==> config.mk <==
export PLATFORM = sky130hd
export DESIGN_NAME = uart_tx_cfg
export DESIGN_NICKNAME = d
export VERILOG_FILES = /design/src/rtl/uart_tx_cfg.sv
export SDC_FILE = /design/constraint.sdc
export NUM_CORES = 1
export LEC_CHECK = 0
export BUFFER_PORTS_ARGS = -buffer_cell sky130_fd_sc_hd__buf_2
export CAP_MARGIN = 20
export CORE_MARGIN = 2
export CORE_UTILIZATION = 45
export CTS_CLUSTER_SIZE = 28
export DETAILED_ROUTE_END_ITERATION = 8
export PLACE_DENSITY = 0.71
export SLEW_MARGIN = 5
export SYNTH_ARGS = -nofsm -noshare
export SYNTH_HDL_FRONTEND = slang
export SYNTH_SLANG_ARGS = --single-unit
==> constraint.sdc <==
create_clock -name i_clk -period 4.5 [get_ports i_clk]
set_input_delay 0.225 -clock i_clk [delete_from_list [all_inputs] [get_ports i_clk]]
set_output_delay 0.225 -clock i_clk [all_outputs]
set_load 0.005 [all_outputs]
==> src/rtl/uart_tx_cfg.sv <==
// uart_tx_cfg: configurable UART transmitter with ready/valid input.
// Define UART_TX_FIFO_EN to place an input FIFO in front of the FSM.
module uart_tx_cfg #(
  parameter int CLKS_PER_BIT = 87,
  parameter int DATA_BITS    = 8,
  parameter int PARITY       = 0,
  parameter int STOP_BITS    = 1,
  parameter int FIFO_DEPTH   = 4
) (
  input  logic                 i_clk,
  input  logic                 i_rst_n,
  input  logic                 i_Tx_DV,
  input  logic [DATA_BITS-1:0] i_Tx_Byte,
  output logic                 o_Tx_Ready,
  output logic                 o_Tx_Serial,
  output logic                 o_Tx_Active,
  output logic                 o_Tx_Done
);

  localparam int CW = (CLKS_PER_BIT > 1) ? $clog2(CLKS_PER_BIT) : 1;
  localparam int IW = $clog2(DATA_BITS);
  localparam logic [CW-1:0] C_LAST = CW'(CLKS_PER_BIT - 1);
  localparam logic [IW-1:0] I_LAST = IW'(DATA_BITS - 1);
  localparam logic          S_LAST = 1'(STOP_BITS - 1);
  localparam logic          ODD    = (PARITY == 1);

  typedef enum logic [2:0] {
    S_IDLE   = 3'd0,
    S_START  = 3'd1,
    S_DATA   = 3'd2,
    S_PARITY = 3'd3,
    S_STOP   = 3'd4,
    S_DONE   = 3'd5
  } state_t;

  state_t               r_state;
  logic [CW-1:0]        r_cnt;
  logic [IW-1:0]        r_idx;
  logic                 r_stop;
  logic [DATA_BITS-1:0] r_shift;
  logic                 r_par;
  logic                 r_serial;
  logic                 r_active;
  logic                 r_done;
  logic                 r_ready;

  logic                 w_go;
  logic [DATA_BITS-1:0] w_word;
  logic                 w_bit_end;

  assign w_bit_end = (r_cnt == C_LAST);

`ifdef UART_TX_FIFO_EN
  localparam int AW = (FIFO_DEPTH > 1) ? $clog2(FIFO_DEPTH) : 1;

  logic [DATA_BITS-1:0] r_mem [FIFO_DEPTH];
  logic [AW-1:0]        r_wr_ptr;
  logic [AW-1:0]        r_rd_ptr;
  logic [AW:0]          r_count;
  logic                 w_full;
  logic                 w_wr;
  logic                 w_rd;

  assign w_full     = (r_count == (AW+1)'(FIFO_DEPTH));
  assign w_go       = (r_count != '0);
  assign w_word     = r_mem[r_rd_ptr];
  assign w_wr       = i_Tx_DV && !w_full;
  assign w_rd       = w_go && r_ready;
  assign o_Tx_Ready = !w_full;

  // FIFO storage: written on accept, no reset needed on the data.
  always_ff @(posedge i_clk) begin
    if (w_wr) begin
      r_mem[r_wr_ptr] <= i_Tx_Byte;
    end
  end

  // FIFO pointers and occupancy; write and pop together keep the count.
  always_ff @(posedge i_clk or negedge i_rst_n) begin
    if (!i_rst_n) begin
      r_wr_ptr <= '0;
      r_rd_ptr <= '0;
      r_count  <= '0;
    end else begin
      if (w_wr) begin
        r_wr_ptr <= r_wr_ptr + 1'b1;
      end
      if (w_rd) begin
        r_rd_ptr <= r_rd_ptr + 1'b1;
      end
      case ({w_wr, w_rd})
        2'b10:   r_count <= r_count + 1'b1;
        2'b01:   r_count <= r_count - 1'b1;
        default: r_count <= r_count;
      endcase
    end
  end
`else
  assign w_go       = i_Tx_DV;
  assign w_word     = i_Tx_Byte;
  assign o_Tx_Ready = r_ready;
`endif

  // Frame sequencer: all line/status outputs are registered here.
  always_ff @(posedge i_clk or negedge i_rst_n) begin
    if (!i_rst_n) begin
      r_state  <= S_IDLE;
      r_cnt    <= '0;
      r_idx    <= '0;
      r_stop   <= 1'b0;
      r_shift  <= '0;
      r_par    <= 1'b0;
      r_serial <= 1'b1;
      r_active <= 1'b0;
      r_done   <= 1'b0;
      r_ready  <= 1'b1;
    end else begin
      r_done <= 1'b0;
      case (r_state)
        S_IDLE, S_DONE: begin
          r_cnt    <= '0;
          r_idx    <= '0;
          r_stop   <= 1'b0;
          if (w_go) begin
            r_shift  <= w_word;
            r_par    <= (^w_word) ^ ODD;
            r_state  <= S_START;
            r_serial <= 1'b0;
            r_active <= 1'b1;
            r_ready  <= 1'b0;
          end else begin
            r_state  <= S_IDLE;
            r_serial <= 1'b1;
            r_active <= 1'b0;
            r_ready  <= 1'b1;
          end
        end
        S_START: begin
          if (w_bit_end) begin
            r_cnt    <= '0;
            r_state  <= S_DATA;
            r_serial <= r_shift[0];
          end else begin
            r_cnt <= r_cnt + 1'b1;
          end
        end
        S_DATA: begin
          if (w_bit_end) begin
            r_cnt <= '0;
            if (r_idx == I_LAST) begin
              if (PARITY != 0) begin
                r_state  <= S_PARITY;
                r_serial <= r_par;
              end else begin
                r_state  <= S_STOP;
                r_serial <= 1'b1;
              end
            end else begin
              r_idx    <= r_idx + 1'b1;
              r_shift  <= r_shift >> 1;
              r_serial <= r_shift[1];
            end
          end else begin
            r_cnt <= r_cnt + 1'b1;
          end
        end
        S_PARITY: begin
          if (w_bit_end) begin
            r_cnt    <= '0;
            r_state  <= S_STOP;
            r_serial <= 1'b1;
          end else begin
            r_cnt <= r_cnt + 1'b1;
          end
        end
        S_STOP: begin
          r_serial <= 1'b1;
          if (w_bit_end) begin
            r_cnt <= '0;
            if (r_stop == S_LAST) begin
              r_state  <= S_DONE;
              r_done   <= 1'b1;
              r_active <= 1'b0;
              r_ready  <= 1'b1;
            end else begin
              r_stop <= 1'b1;
            end
          end else begin
            r_cnt <= r_cnt + 1'b1;
          end
        end
        default: begin
          r_state  <= S_IDLE;
          r_cnt    <= '0;
          r_idx    <= '0;
          r_stop   <= 1'b0;
          r_serial <= 1'b1;
          r_active <= 1'b0;
          r_ready  <= 1'b1;
        end
      endcase
    end
  end

  assign o_Tx_Serial = r_serial;
  assign o_Tx_Active = r_active;
  assign o_Tx_Done   = r_done;

endmodule

==> flow_summary.toml <==
[clock_tree]
clkLatencyLatePin_ns = 0.32
cts_inserted_buffers = 3
clkTransAtPathRegs_ns = 0.14
root_buffer = "clkbuf_4"
cts.path.max_buffers = 2
clock-sinks = 26
htreeDepth = 1
cts_tree = "done"

[global_route]
grt_pass1_vias = 1053
antenna_found_initial = 0
grt_pass1_wl_mm = 4.836
grt_start_max_net_pins = 27
grtUsageTotal_pct = 18.58
grt_overflow = 0

[setup_path]
timing.rr.end = "r_shift[3]$_DFFE_PN0P_"
worst-setup-path-type = "flip-flop to flip-flop"
critPathMaxStageDelay_ns = 0.42
reg2reg_from = "r_idx[0]$_DFFE_PN0P_"
arrival_ns = 2.04
required_ns = 4.77
cp_max_fo = 9
cp.depth = 6
reg2reg_slack_ns = 2.73
slowest_stage = "dfrtp_1"
cp-end-kind = "flip-flop"
crit_family = "simple AND/OR/NAND/NOR gates"
cp_cell_sequence = "ha_1 -> ha_1 -> nor2_1 -> nand4_4 -> nand2b_4 -> o221a_1"
worst_r2r_path_depth = 6
cp-start-kind = "flip-flop"
cp_common_cell = "ha_1"
cp.buffers_inverters = 0

[route]
remaining_drc_errors = 0
drt_wl_total_mm = 2.654
vias_per_cell = 5.727
drt-initial-drc-count = 47
num_vias = 985
ant_nets = 0
first_pass_iters = 4
wl_per_cell_um = 15.43

[power]
peakVddDrop_uv = 259.7
p_comb_share_pct = 21.4
cellPowerDensity_nw_per_um2 = 393.0
pwr-share-clk_pct = 20.7
power.leakage_nw = 0.6737
p_seq_share_pct = 57.9
switching_share_pct = 29.58
netSwitchingPower_mw = 0.1709
power.internal_mw = 0.4069

[sta]
finalClockSkew_ns = 0.0009460
finalSetupViolCount = 0
slew_viol_final = 0
rsz0062_at_grt = "no"
post-route-min-period_ns = 1.773
fmax_ghz = 0.5639
finalSetupTns_ns = 0
worst_pin_slew_ns = 0.5656
relSlewSlack_pct = 62.29
timing.final.hold_violations = 0
finalCritPeriodShare_pct = 39.41

[die]
num_io_pins = 15
die_y_um = 58.47
num_rows = 19
dieArea_um2 = 3418
core_um2 = 2781
initial_core_util_pct = 48.00
fp.dieW_um = 58.47

[cells_and_area]
area_growth_pct = 10.12
layout-drive-gt1-share_pct = 17.73
stdcell_area_um2 = 1470
layout.nets = 157
final_common_cell = "dfrtp_1"
diodes = 0
final_cell_mix = "dfrtp_1 (24), buf_2 (14), nor2_1 (12)"

[yosys]
ys_seq_area_share_pct = 48.92
synth_top_cell_by_area = "dfrtp_1"
yosysUniqueCellTypes = 38
ys_ff_latch = 26
syn_inst = 126
synth_top_cell_area_share_pct = 44.99
syn_nets = 141
async_flop_share_pct = 100.0
synth_top_flop_cell = "dfrtp_1"
syn-cell-area_um2 = 1335
syn_area_per_cell_um2 = 10.60
synthTopCellsByArea = "dfrtp_1 (45%), o221a_1 (5.9%), nand2b_1 (4.2%)"
yosys_warnings = 0
synth_edf_count = 0

[place]
placed_cell_area_um2 = 1424
routabilityCongestion = 0.9458
dp_hpwl_mm = 2.019
port-buffer-count = 14

[worst_hold_path]
min_to = "r_shift[5]$_DFFE_PN0P_"
hold_start = "i_Tx_Byte[5]"
whs_path_depth = 3
hold_path.class = "input pin to flip-flop"

[flow_run]
drv_cap = 0

[status]
status = "complete, no violations"
per-layer routing:
layer  track usage [%]  share of wire [%]  vias up
met2             30.34                 48       25
met5                 0                  0        -
li1                  -                  -      485
met4             6.977                1.9        0
met3             2.637                4.4        7
met1             25.04                 46      468
how the worst max path moves through the flow:
stage	start	to	slack, ns
floorplan	r_idx[0]$_DFFE_PN0P_	r_shift[0]$_DFFE_PN0P_	2.91
global placement	r_idx[0]$_DFFE_PN0P_	r_shift[5]$_DFFE_PN0P_	2.83
detailed placement	r_idx[0]$_DFFE_PN0P_	r_shift[3]$_DFFE_PN0P_	2.75
CTS	r_idx[0]$_DFFE_PN0P_	r_shift[3]$_DFFE_PN0P_	2.72
global route	r_state[2]$_DFFE_PN0P_	r_shift[3]$_DFFE_PN0P_	2.58
finish	r_idx[0]$_DFFE_PN0P_	r_shift[3]$_DFFE_PN0P_	2.73
cell families after synthesis:
logic type	synth area share, %
adder cells (fa/ha/maj)	3.749
AO/OA/AOI/OAI	18.00
AND/OR/NAND/NOR	21.37
flip-flops	48.92
XOR/XNOR	3.936
buffers and inverters	4.030
power groups by stage:
stage                     logic (mW)  registers (mW)  clock network (mW)
final                          0.124           0.335               0.119
after floorplan               0.0906           0.327                   0
after detailed placement       0.125           0.340                   0
after global placement         0.119           0.336                   0
after global routing           0.143           0.343               0.134
after CTS                      0.126           0.336               0.123
state kept, by name (all words and copies together), names as in the netlist:
register / flops
o_Tx_Active: 1
o_Tx_Done: 1
o_Tx_Ready: 1
o_Tx_Serial: 1
r_cnt: 7
r_idx: 3
r_shift: 8
r_state: 3
r_stop: 1
stage by stage:
stage | power [mW] | setup slack [ns] | cells | hold slack (ns) | utilization [%]
after floorplan | 0.4176 | 2.910 | 126 | -0.07059 | -
after global placement | 0.4547 | 2.833 | 167 | 0.2461 | 51.19
after detailed placement | 0.4650 | 2.752 | 167 | 0.2552 | 51.19
after CTS | 0.5846 | 2.723 | 172 | 0.2431 | 52.86
after global routing | 0.6191 | 2.585 | 172 | 0.2366 | 52.86
final | 0.5778 | 2.727 | 172 | 0.2434 | 52.86
worst reg2reg max path: cells and delay by family (launching register included):
| kind | cells | cell delay (ns) |
|---|---|---|
| compound gates | 1 | 0.21 |
| simple gates | 3 | 0.65 |
| flops | 1 | 0.42 |
| fa+ha+maj | 2 | 0.44 |
synthesized netlist by cell type, types with 2 or more instances:
master	n
a21o_1	2
a21oi_1	5
a32oi_1	2
and2_1	2
and3_1	3
buf_2	4
dfrtp_1	24
dfstp_2	2
ha_1	4
inv_1	9
nand2_1	4
nand2b_1	9
nand3_1	3
nand4_1	2
nor2_1	12
nor2b_1	2
nor3_1	3
o21ai_0	2
o21ai_1	2
o221a_1	7
o2bb2ai_1	2
xnor2_1	4
xor2_1	2
what timing repair did:
item	4_1_cts	5_1_grt
hold endpoints to repair	24	0
setup buffers	0	0
hold buffers	1	0
gates resized for setup	0	0
cell type report:
| cell class | count | area [um^2] |
|---|---|---|
| fillers | 269 | 1311 |
| clock buffers | 4 | 36.28 |
| flip-flops and latches | 26 | 653.1 |
| multi-input cells | 87 | 628.1 |
| repair buffers | 15 | 80.08 |
| well taps | 31 | 38.79 |
| inverters | 9 | 33.78 |
Note: power is estimated with default switching activity, not from simulation.
